==> src/rtl/fram_portb_arbiter.sv <==
// fram_portb_arbiter: shares feature SRAM port B between decoder reads and buffered CU writebacks
// Ports: rd_* decoder read stream (grant, 1-cycle data return); wr_* CU writeback into the write FIFO;
// bram_* flattened per-bank port B drive (bank 0 in LSBs); idle/wb_level/overflow status.
module fram_portb_arbiter #(
  parameter int ADDR_WIDTH      = 12,
  parameter int DATA_WIDTH      = 32,
  parameter int BANK_NUM        = 4,
  parameter int BANK_ADDR_WIDTH = ADDR_WIDTH - $clog2(BANK_NUM),
  parameter int WB_DEPTH        = 4,
  parameter int STARVE_LIMIT    = 8
) (
  input  logic                                 clk,
  input  logic                                 rst,
  input  logic                                 rd_req,
  input  logic [ADDR_WIDTH-1:0]                rd_addr,
  output logic                                 rd_gnt,
  output logic                                 rd_rvalid,
  output logic [DATA_WIDTH-1:0]                rd_rdata,
  input  logic                                 wr_req,
  input  logic [ADDR_WIDTH-1:0]                wr_addr,
  input  logic [DATA_WIDTH-1:0]                wr_data,
  output logic                                 wr_ready,
  output logic [BANK_NUM*BANK_ADDR_WIDTH-1:0]  bram_addr,
  output logic [BANK_NUM*DATA_WIDTH-1:0]       bram_wdata,
  output logic [BANK_NUM-1:0]                  bram_we,
  output logic [BANK_NUM-1:0]                  bram_en,
  input  logic [BANK_NUM*DATA_WIDTH-1:0]       bram_rdata,
  output logic                                 idle,
  output logic [$clog2(WB_DEPTH):0]            wb_level,
  output logic                                 overflow
);
  localparam int LB = $clog2(BANK_NUM);
  localparam int LW = $clog2(WB_DEPTH);
  localparam int SW = $clog2(STARVE_LIMIT + 1);
  logic [ADDR_WIDTH-1:0] fa_q [WB_DEPTH];
  logic [DATA_WIDTH-1:0] fd_q [WB_DEPTH];
  logic [LW-1:0] rp_q, wp_q;
  logic [LW:0] lvl_q, lvl_d;
  logic [SW-1:0] sc_q, sc_d;
  logic rv_q, ovf_q;
  logic [LB-1:0] rb_q;
  logic hit, ne, starve, issue, push;
  logic [ADDR_WIDTH-1:0] head_a;
  logic [DATA_WIDTH-1:0] head_d;
  logic [LB-1:0] rd_bank, hd_bank;
  // RAW check against every occupied FIFO slot, walking from the head
  always_comb begin
    hit = 1'b0;
    for (int i = 0; i < WB_DEPTH; i++)
      if ((LW+1)'(i) < lvl_q && fa_q[rp_q + LW'(i)] == rd_addr) hit = 1'b1;
  end
  assign head_a   = fa_q[rp_q];
  assign head_d   = fd_q[rp_q];
  assign ne       = lvl_q != '0;
  assign rd_bank  = rd_addr[LB-1:0];
  assign hd_bank  = head_a[LB-1:0];
  assign starve   = sc_q == SW'(STARVE_LIMIT);
  assign rd_gnt   = rd_req & ~hit & ~starve & ~rst;
  assign issue    = ne & (~rd_gnt | hd_bank != rd_bank);
  // level never exceeds WB_DEPTH (a power of 2), so its MSB alone means full
  assign wr_ready = ~lvl_q[LW];
  assign push     = wr_req & wr_ready;
  assign lvl_d    = lvl_q + (LW+1)'(push) - (LW+1)'(issue);
  // a non-empty FIFO that does not issue is, by construction, blocked by the read
  assign sc_d     = (~ne | issue) ? '0 : sc_q + 1'b1;
  always_comb begin
    bram_en    = '0;
    bram_we    = '0;
    bram_addr  = '0;
    bram_wdata = '0;
    for (int b = 0; b < BANK_NUM; b++) begin
      if (issue && hd_bank == LB'(b)) begin
        bram_en[b] = 1'b1;
        bram_we[b] = 1'b1;
        bram_addr[b*BANK_ADDR_WIDTH +: BANK_ADDR_WIDTH] = BANK_ADDR_WIDTH'(head_a[ADDR_WIDTH-1:LB]);
        bram_wdata[b*DATA_WIDTH +: DATA_WIDTH] = head_d;
      end else if (rd_gnt && rd_bank == LB'(b)) begin
        bram_en[b] = 1'b1;
        bram_addr[b*BANK_ADDR_WIDTH +: BANK_ADDR_WIDTH] = BANK_ADDR_WIDTH'(rd_addr[ADDR_WIDTH-1:LB]);
      end
    end
  end
  always_ff @(posedge clk or posedge rst) begin
    if (rst) begin
      rp_q  <= '0;
      wp_q  <= '0;
      lvl_q <= '0;
      sc_q  <= '0;
      rv_q  <= 1'b0;
      rb_q  <= '0;
      ovf_q <= 1'b0;
    end else begin
      rp_q  <= rp_q + LW'(issue);
      wp_q  <= wp_q + LW'(push);
      lvl_q <= lvl_d;
      sc_q  <= sc_d;
      rv_q  <= rd_gnt;
      rb_q  <= rd_bank;
      ovf_q <= ovf_q | (wr_req & ~wr_ready);
    end
  end
  always_ff @(posedge clk) begin
    if (push) begin
      fa_q[wp_q] <= wr_addr;
      fd_q[wp_q] <= wr_data;
    end
  end
  assign rd_rvalid = rv_q;
  assign rd_rdata  = rv_q ? bram_rdata[int'(rb_q)*DATA_WIDTH +: DATA_WIDTH] : '0;
  assign idle      = ~ne & ~rv_q;
  assign wb_level  = lvl_q;
  assign overflow  = ovf_q;
endmodule
==> config.mk <==
export PLATFORM = sky130hd
export DESIGN_NAME = fram_portb_arbiter
export DESIGN_NICKNAME = d
export VERILOG_FILES = /design/src/rtl/fram_portb_arbiter.sv
export SDC_FILE = /design/constraint.sdc
export NUM_CORES = 1
export LEC_CHECK = 0
export CORE_AREA = 2 2 158 160
export CTS_CLUSTER_DIAMETER = 50
export DETAILED_ROUTE_END_ITERATION = 7
export DIE_AREA = 0 0 160 162
export DONT_BUFFER_PORTS = 1
export SKIP_LAST_GASP = 1
export SYNTH_ARGS = -nofsm -noshare
export SYNTH_HDL_FRONTEND = slang
export SYNTH_SLANG_ARGS = --single-unit
==> constraint.sdc <==
create_clock -name clk -period 5.45 [get_ports clk]
set_input_delay 1.635 -clock clk [delete_from_list [all_inputs] [get_ports clk]]
set_output_delay 1.635 -clock clk [all_outputs]
set_load 0.02 [all_outputs]
---- Word level (Yosys, flattened, before mapping) ----
Memory sizes are Yosys's and may differ from the RTL's.
Index checks and enable logic that the tools add are counted.
storage, ports and cells
  memories kept ........................... 2
  register bits after elaboration ......... 15
  output and inout bits ................... 216
  input port bits ......................... 188
  logic and storage cells ................. 98
  bits in writable memories ............... 176
memories
  name  depth  bits a word  read ports  clocked after Yosys merged registers in  wr ports  line  source
  fd_q  4      32           1           0                                        1         36    logic [DATA_WIDTH-1:0] fd_q [WB_DEPTH];
  fa_q  4      12           4           0                                        1         35    logic [ADDR_WIDTH-1:0] fa_q [WB_DEPTH];
operators by class
  $lt $le $gt $ge ......................... 4
  muxes and demuxes ....................... 32
  reduce and logical (&&, ||, !) cells .... 15
  shift-type cells ........................ 1
  bitwise operators ....................... 17
  equality and inequality tests ........... 12
  add/sub/neg operators ................... 8
operator list
  kind                                                        number
  2-to-1 mux 32 bit                                           5
  variable part select 128 x 8 -> 32 bit                      1
  2-to-1 mux 10 bit                                           8
  equality test 12 bit                                        4
  2-to-1 mux 1 bit                                            18
  logical AND 1 bit                                           12
  equality test 2 bit (second input constant)                 4
  bitwise AND 1 bit                                           7
  NOT 1 bit                                                   7
  less-than comparator 1 x 3 -> 1 bit (first input constant)  2
  less-than comparator 2 x 3 -> 1 bit (first input constant)  2
  adder 2 x 1 -> 2 bit                                        2
  adder 2 bit (second input constant)                         2
  adder 4 x 1 -> 4 bit (second input constant)                1
  equality test 2 x 1 -> 1 bit (second input constant)        2
  equality test 4 bit (second input constant)                 1
  zero test 2 bit                                             2
  2-to-1 mux 4 bit                                            1
  adder 3 x 1 -> 3 bit                                        1
  OR 1 bit                                                    3
  nonzero test 3 bit                                          1
  subtractor 3 x 1 -> 3 bit                                   1
  adder 2 x 1 -> 2 bit (second input constant)                1
  inequality test 2 bit                                       1

---- Logic depth before layout (Yosys ltp) ----
An unclocked memory read counts as a cell.
  depth after elaboration ................. 16
  depth in mapped cells ................... 19

---- Least setup slack after synthesis ----
Ideal clock, no wire load.
  path kind ............................... input-to-output
  start point ............................. input rd_addr[11]
  end point ............................... output bram_wdata[10]
  stages on the path ...................... 10
  arrival ................................. 3865 ps
  slack ................................... -50 ps
  data required time ...................... 3815 ps
  cell sequence ........................... buf_1 > xnor2_1 > nor4_1 > mux2i_1 > or4b_1 > and3b_1 > a21oi_2 > buf_4 > buf_4 > and3_1
between the ends
  cells in the longest elaborated chain, start to end .. 15
ends and longest elaborated chain
  what                               line  source
  start, declared                    15    input logic [ADDR_WIDTH-1:0] rd_addr,
  equality test 12 bit               50    if ((LW+1)'(i) < lvl_q && fa_q[rp_q + LW'(i)] == rd_addr) hit = 1'b1;
  logical AND 1 bit                  50
  2-to-1 mux 1 bit (3 in series)     50
  2-to-1 mux 1 bit *                 50
  NOT 1 bit *                        58    assign rd_gnt = rd_req & ~hit & ~starve & ~rst;
  bitwise AND 1 bit * (3 in series)  58
  NOT 1 bit *                        59    assign issue = ne & (~rd_gnt | hd_bank != rd_bank);
  OR 1 bit *                         59
  bitwise AND 1 bit *                59
  logical AND 1 bit *                72    if (issue && hd_bank == LB'(b)) begin
  2-to-1 mux 32 bit *                72
  end, declared                      24    output logic [BANK_NUM*DATA_WIDTH-1:0] bram_wdata,
Mark *: on every way between the ends. The rest lies on a longest branch, timed or not.

---- Worst setup path after layout ----
  start point ............................. input rd_addr[11]
  end point ............................... output bram_wdata[0]
Same word-level chain as after synthesis.

==> summary.md <==
| Metric | Value |
|---|---|
| Outcome | `finished clean` |
| Clock slew at reported path FFs | `70 ps` |
| Antenna Nets Post-Route | `0` |
| Critical path's top delay family | `simple AND/OR/NAND/NOR gates` |
| Setup-failing EPs final | `0` |
| Tcrit/Tclk final | `99.3%` |
| Crit-path slowest cell | `or4b_1` |
| Gr usage total | `25.0%` |
| Crit path max fanout | `12` |
| Share of layout cells above drive strength 1 | `38.3%` |
| Root buf cell | `clkbuf_16` |
| Grt ovf | `0` |
| Final-report max-slew violation count | `0` |
| Register bit total from synthesis | `191` |
| Initial Util | `45.6%` |
| Critical Path, Cell by Cell | `xnor2_1 -> nor4_2 -> mux2i_1 -> or4b_1 -> and3b_2 -> a21oi_4 -> buf_6 -> buf_12 -> and3_1 -> buf_4` |
| Synthesized area | `0.0110 mm²` |
| Clock skew | `21.1 ps` |
| Finished Core Util | `51.3%` |
| Critical path capture point type | `primary output` |
| Worst-Margin Slew | `1310 ps` |
| Final GP Congestion | `0.903` |
| WL/cell | `31.1 µm` |
| RSZ-0062 raised after global routing | `yes` |
| Worst EP required | `3820 ps` |
| Post-synthesis sequential area ratio | `51.5%` |
| Top Ports | `404` |
| DR vias/cell | `6.53` |
| Post-synth EDFFs | `176` |
| FMAX | `0.185 GHz` |
| Max cap viols | `0` |
| Via count | `7189` |
| Vias in the first global route | `7253` |
| Number of nets in the layout | `958` |
| Critical path type | `in -> out` |
| Die Span Y | `162 µm` |
| CORE AREA | `0.0241 mm²` |
| H-tree depth | `4` |
| Min cycle time layout | `5410 ps` |
| Leak | `4.45 nW` |
| Most frequent cells in the layout | `edfxtp_1 (176), and3_2 (110), mux4_2 (69)` |
| Fin. Hold Viols | `0` |
| Predominant post-synthesis flop cell | `edfxtp_1` |
| Post-CTS Hold Buffers | `0` |
| Commonest non-fill, non-tap cell in the layout | `edfxtp_1` |
| Initial antenna violation count | `5` |
| WP data arrival | `3780 ps` |
| CTS Sinks | `191` |
| Synth Net Count | `984` |
| Port bufs | `0` |
| Largest cells by area after synthesis | `edfxtp_1 (48%), mux4_2 (14%), and3_1 (7.4%), mux2i_1 (4.9%), a32o_1 (3.6%)` |
| First-pass GRT wire length | `47.5 mm` |
| Deepest clock path buffer count | `2` |
| TritonCTS buffer count | `17` |
| Die Wd | `160 µm` |
| Clock Latency Late Sink | `440 ps` |
| Min Hold Slack | `508 ps` |
| Row count | `57` |
| Hold/Removal Path Class | `reg -> reg` |
| Synth cell types | `45` |
| Largest stage delay on the critical path | `490 ps` |
| PwrDens | `604 mW/mm²` |
| TritonCTS clock tree | `yes` |
| Asr flop ratio synth | `7.85%` |
| Synth warn | `0` |
| Syn-to-layout area delta | `12.4%` |
| Post-synthesis cell count | `787` |
| Max VDD drop | `431 µV` |
| Hpwl dp | `23.8 mm` |
| Nature of the critical path startpoint | `input port` |
| Slew HR | `12.6%` |
| Drt first pass iters | `5` |
| Final wirelength | `34.2 mm` |
| Largest area contributor in the netlist | `edfxtp_1` |
| Largest net degree at the start of global routing | `47` |
| Die footprint | `0.0259 mm²` |
| Residual DRC | `0` |
| DR iter-0 viols | `612` |
| Syn_area_per_cell | `14.0 µm²` |
| Buffers plus inverters on the worst setup path | `3` |
| Overall Power | `0.00746 W` |
| Synth top area share | `48.1%` |
routing by layer:
layer / track usage, % / share of wire, % / vias to the layer above
met5: 0 / 0 / -
met4: 11.6 / 3.5 / 0
met3: 5.44 / 7.3 / 61
met2: 44.5 / 52 / 428
met1: 29.0 / 37 / 3664
li1: - / - / 3036
final cells by class:
| class | count | area [µm²] |
|---|---|---|
| Antenna cell | 4 | 10.0 |
| Inverter | 12 | 45.0 |
| Sequential cell | 191 | 5670 |
| Clock buffer | 17 | 425 |
| Clock inverter | 14 | 171 |
| Tap cell | 324 | 405 |
| Fill cell | 2039 | 11800 |
| Multi-Input combinational cell | 501 | 5140 |
| Timing Repair Buffer | 38 | 485 |
where the power goes:
part           internal [W]  switching [W]  total [W]
sequential          0.00184       0.000142    0.00199
clock              0.000617       0.000618    0.00123
combinational       0.00154        0.00270    0.00424
registers in the layout, indices dropped and copies added (netlist names):
| signal | cells |
|---|---|
| wp_q | 2 |
| rd_rvalid | 1 |
| sc_q | 4 |
| rp_q | 2 |
| wb_level | 3 |
| rb_q | 2 |
| fd_q | 128 |
| fa_q | 48 |
| overflow | 1 |
repair_timing:
item	in CTS	in global routing
endpoints found under the setup margin	167	171
cloned	1	3
buffers inserted	6	1
gates resized for setup	142	19
pin swaps	2	4
stage by stage:
stage               setup slack [ps]  setup TNS (ps)  instances  instance area (µm²)
floorplan                       5.16               0        787                11000
finish                          36.4               0       1101                12400
global route                   -50.7           -2550       1101                12400
detailed placement             -50.9           -1060       1055                11300
CTS                            -26.6           -77.5       1093                12200
global placement               -65.5           -3510       1055                11300
cell usage after synthesis (8+ instances only):
cell type and n:
edfxtp_1 176, and3_1 130, mux4_2 69, mux2i_1 54, and2_1 45, a32o_1 40
xnor2_1 38, clkbuf_1 35, xor2_1 19, buf_6 16, buf_1 15, dfrtp_1 15
nor2_1 15, buf_2 13, inv_1 12, nand2_1 10, nor3_1 9, ha_1 8
final timing paths:
kind / from / to / slack [ps] / cells after the start
min in group asynchronous: rst / overflow$_DFF_PP0_ / 1280 / 2
max: rd_addr[11] / bram_wdata[0] / 40 / 10
min reg2reg: sc_q[0]$_DFF_PP0_ / sc_q[0]$_DFF_PP0_ / 510 / 1
max in group asynchronous: rst / rp_q[0]$_DFF_PP0_ / 3940 / 2
max reg2reg: rp_q[0]$_DFF_PP0_ / wb_level[2]$_DFF_PP0_ / 1260 / 17
min: sc_q[0]$_DFF_PP0_ / sc_q[0]$_DFF_PP0_ / 510 / 1
cells by family after synthesis:
logic type	after synthesis	share of synthesized area, %
muxes	130	19.8
and+or+nand+nor	234	12.8
AOI/OAI and AO/OA	71	5.64
DFF	191	51.5
adders and majority gates	9	1.09
xor gates and xnor gates	57	4.54
buffers and inverters	95	4.62
Note: power is estimated with default switching activity, not from simulation.
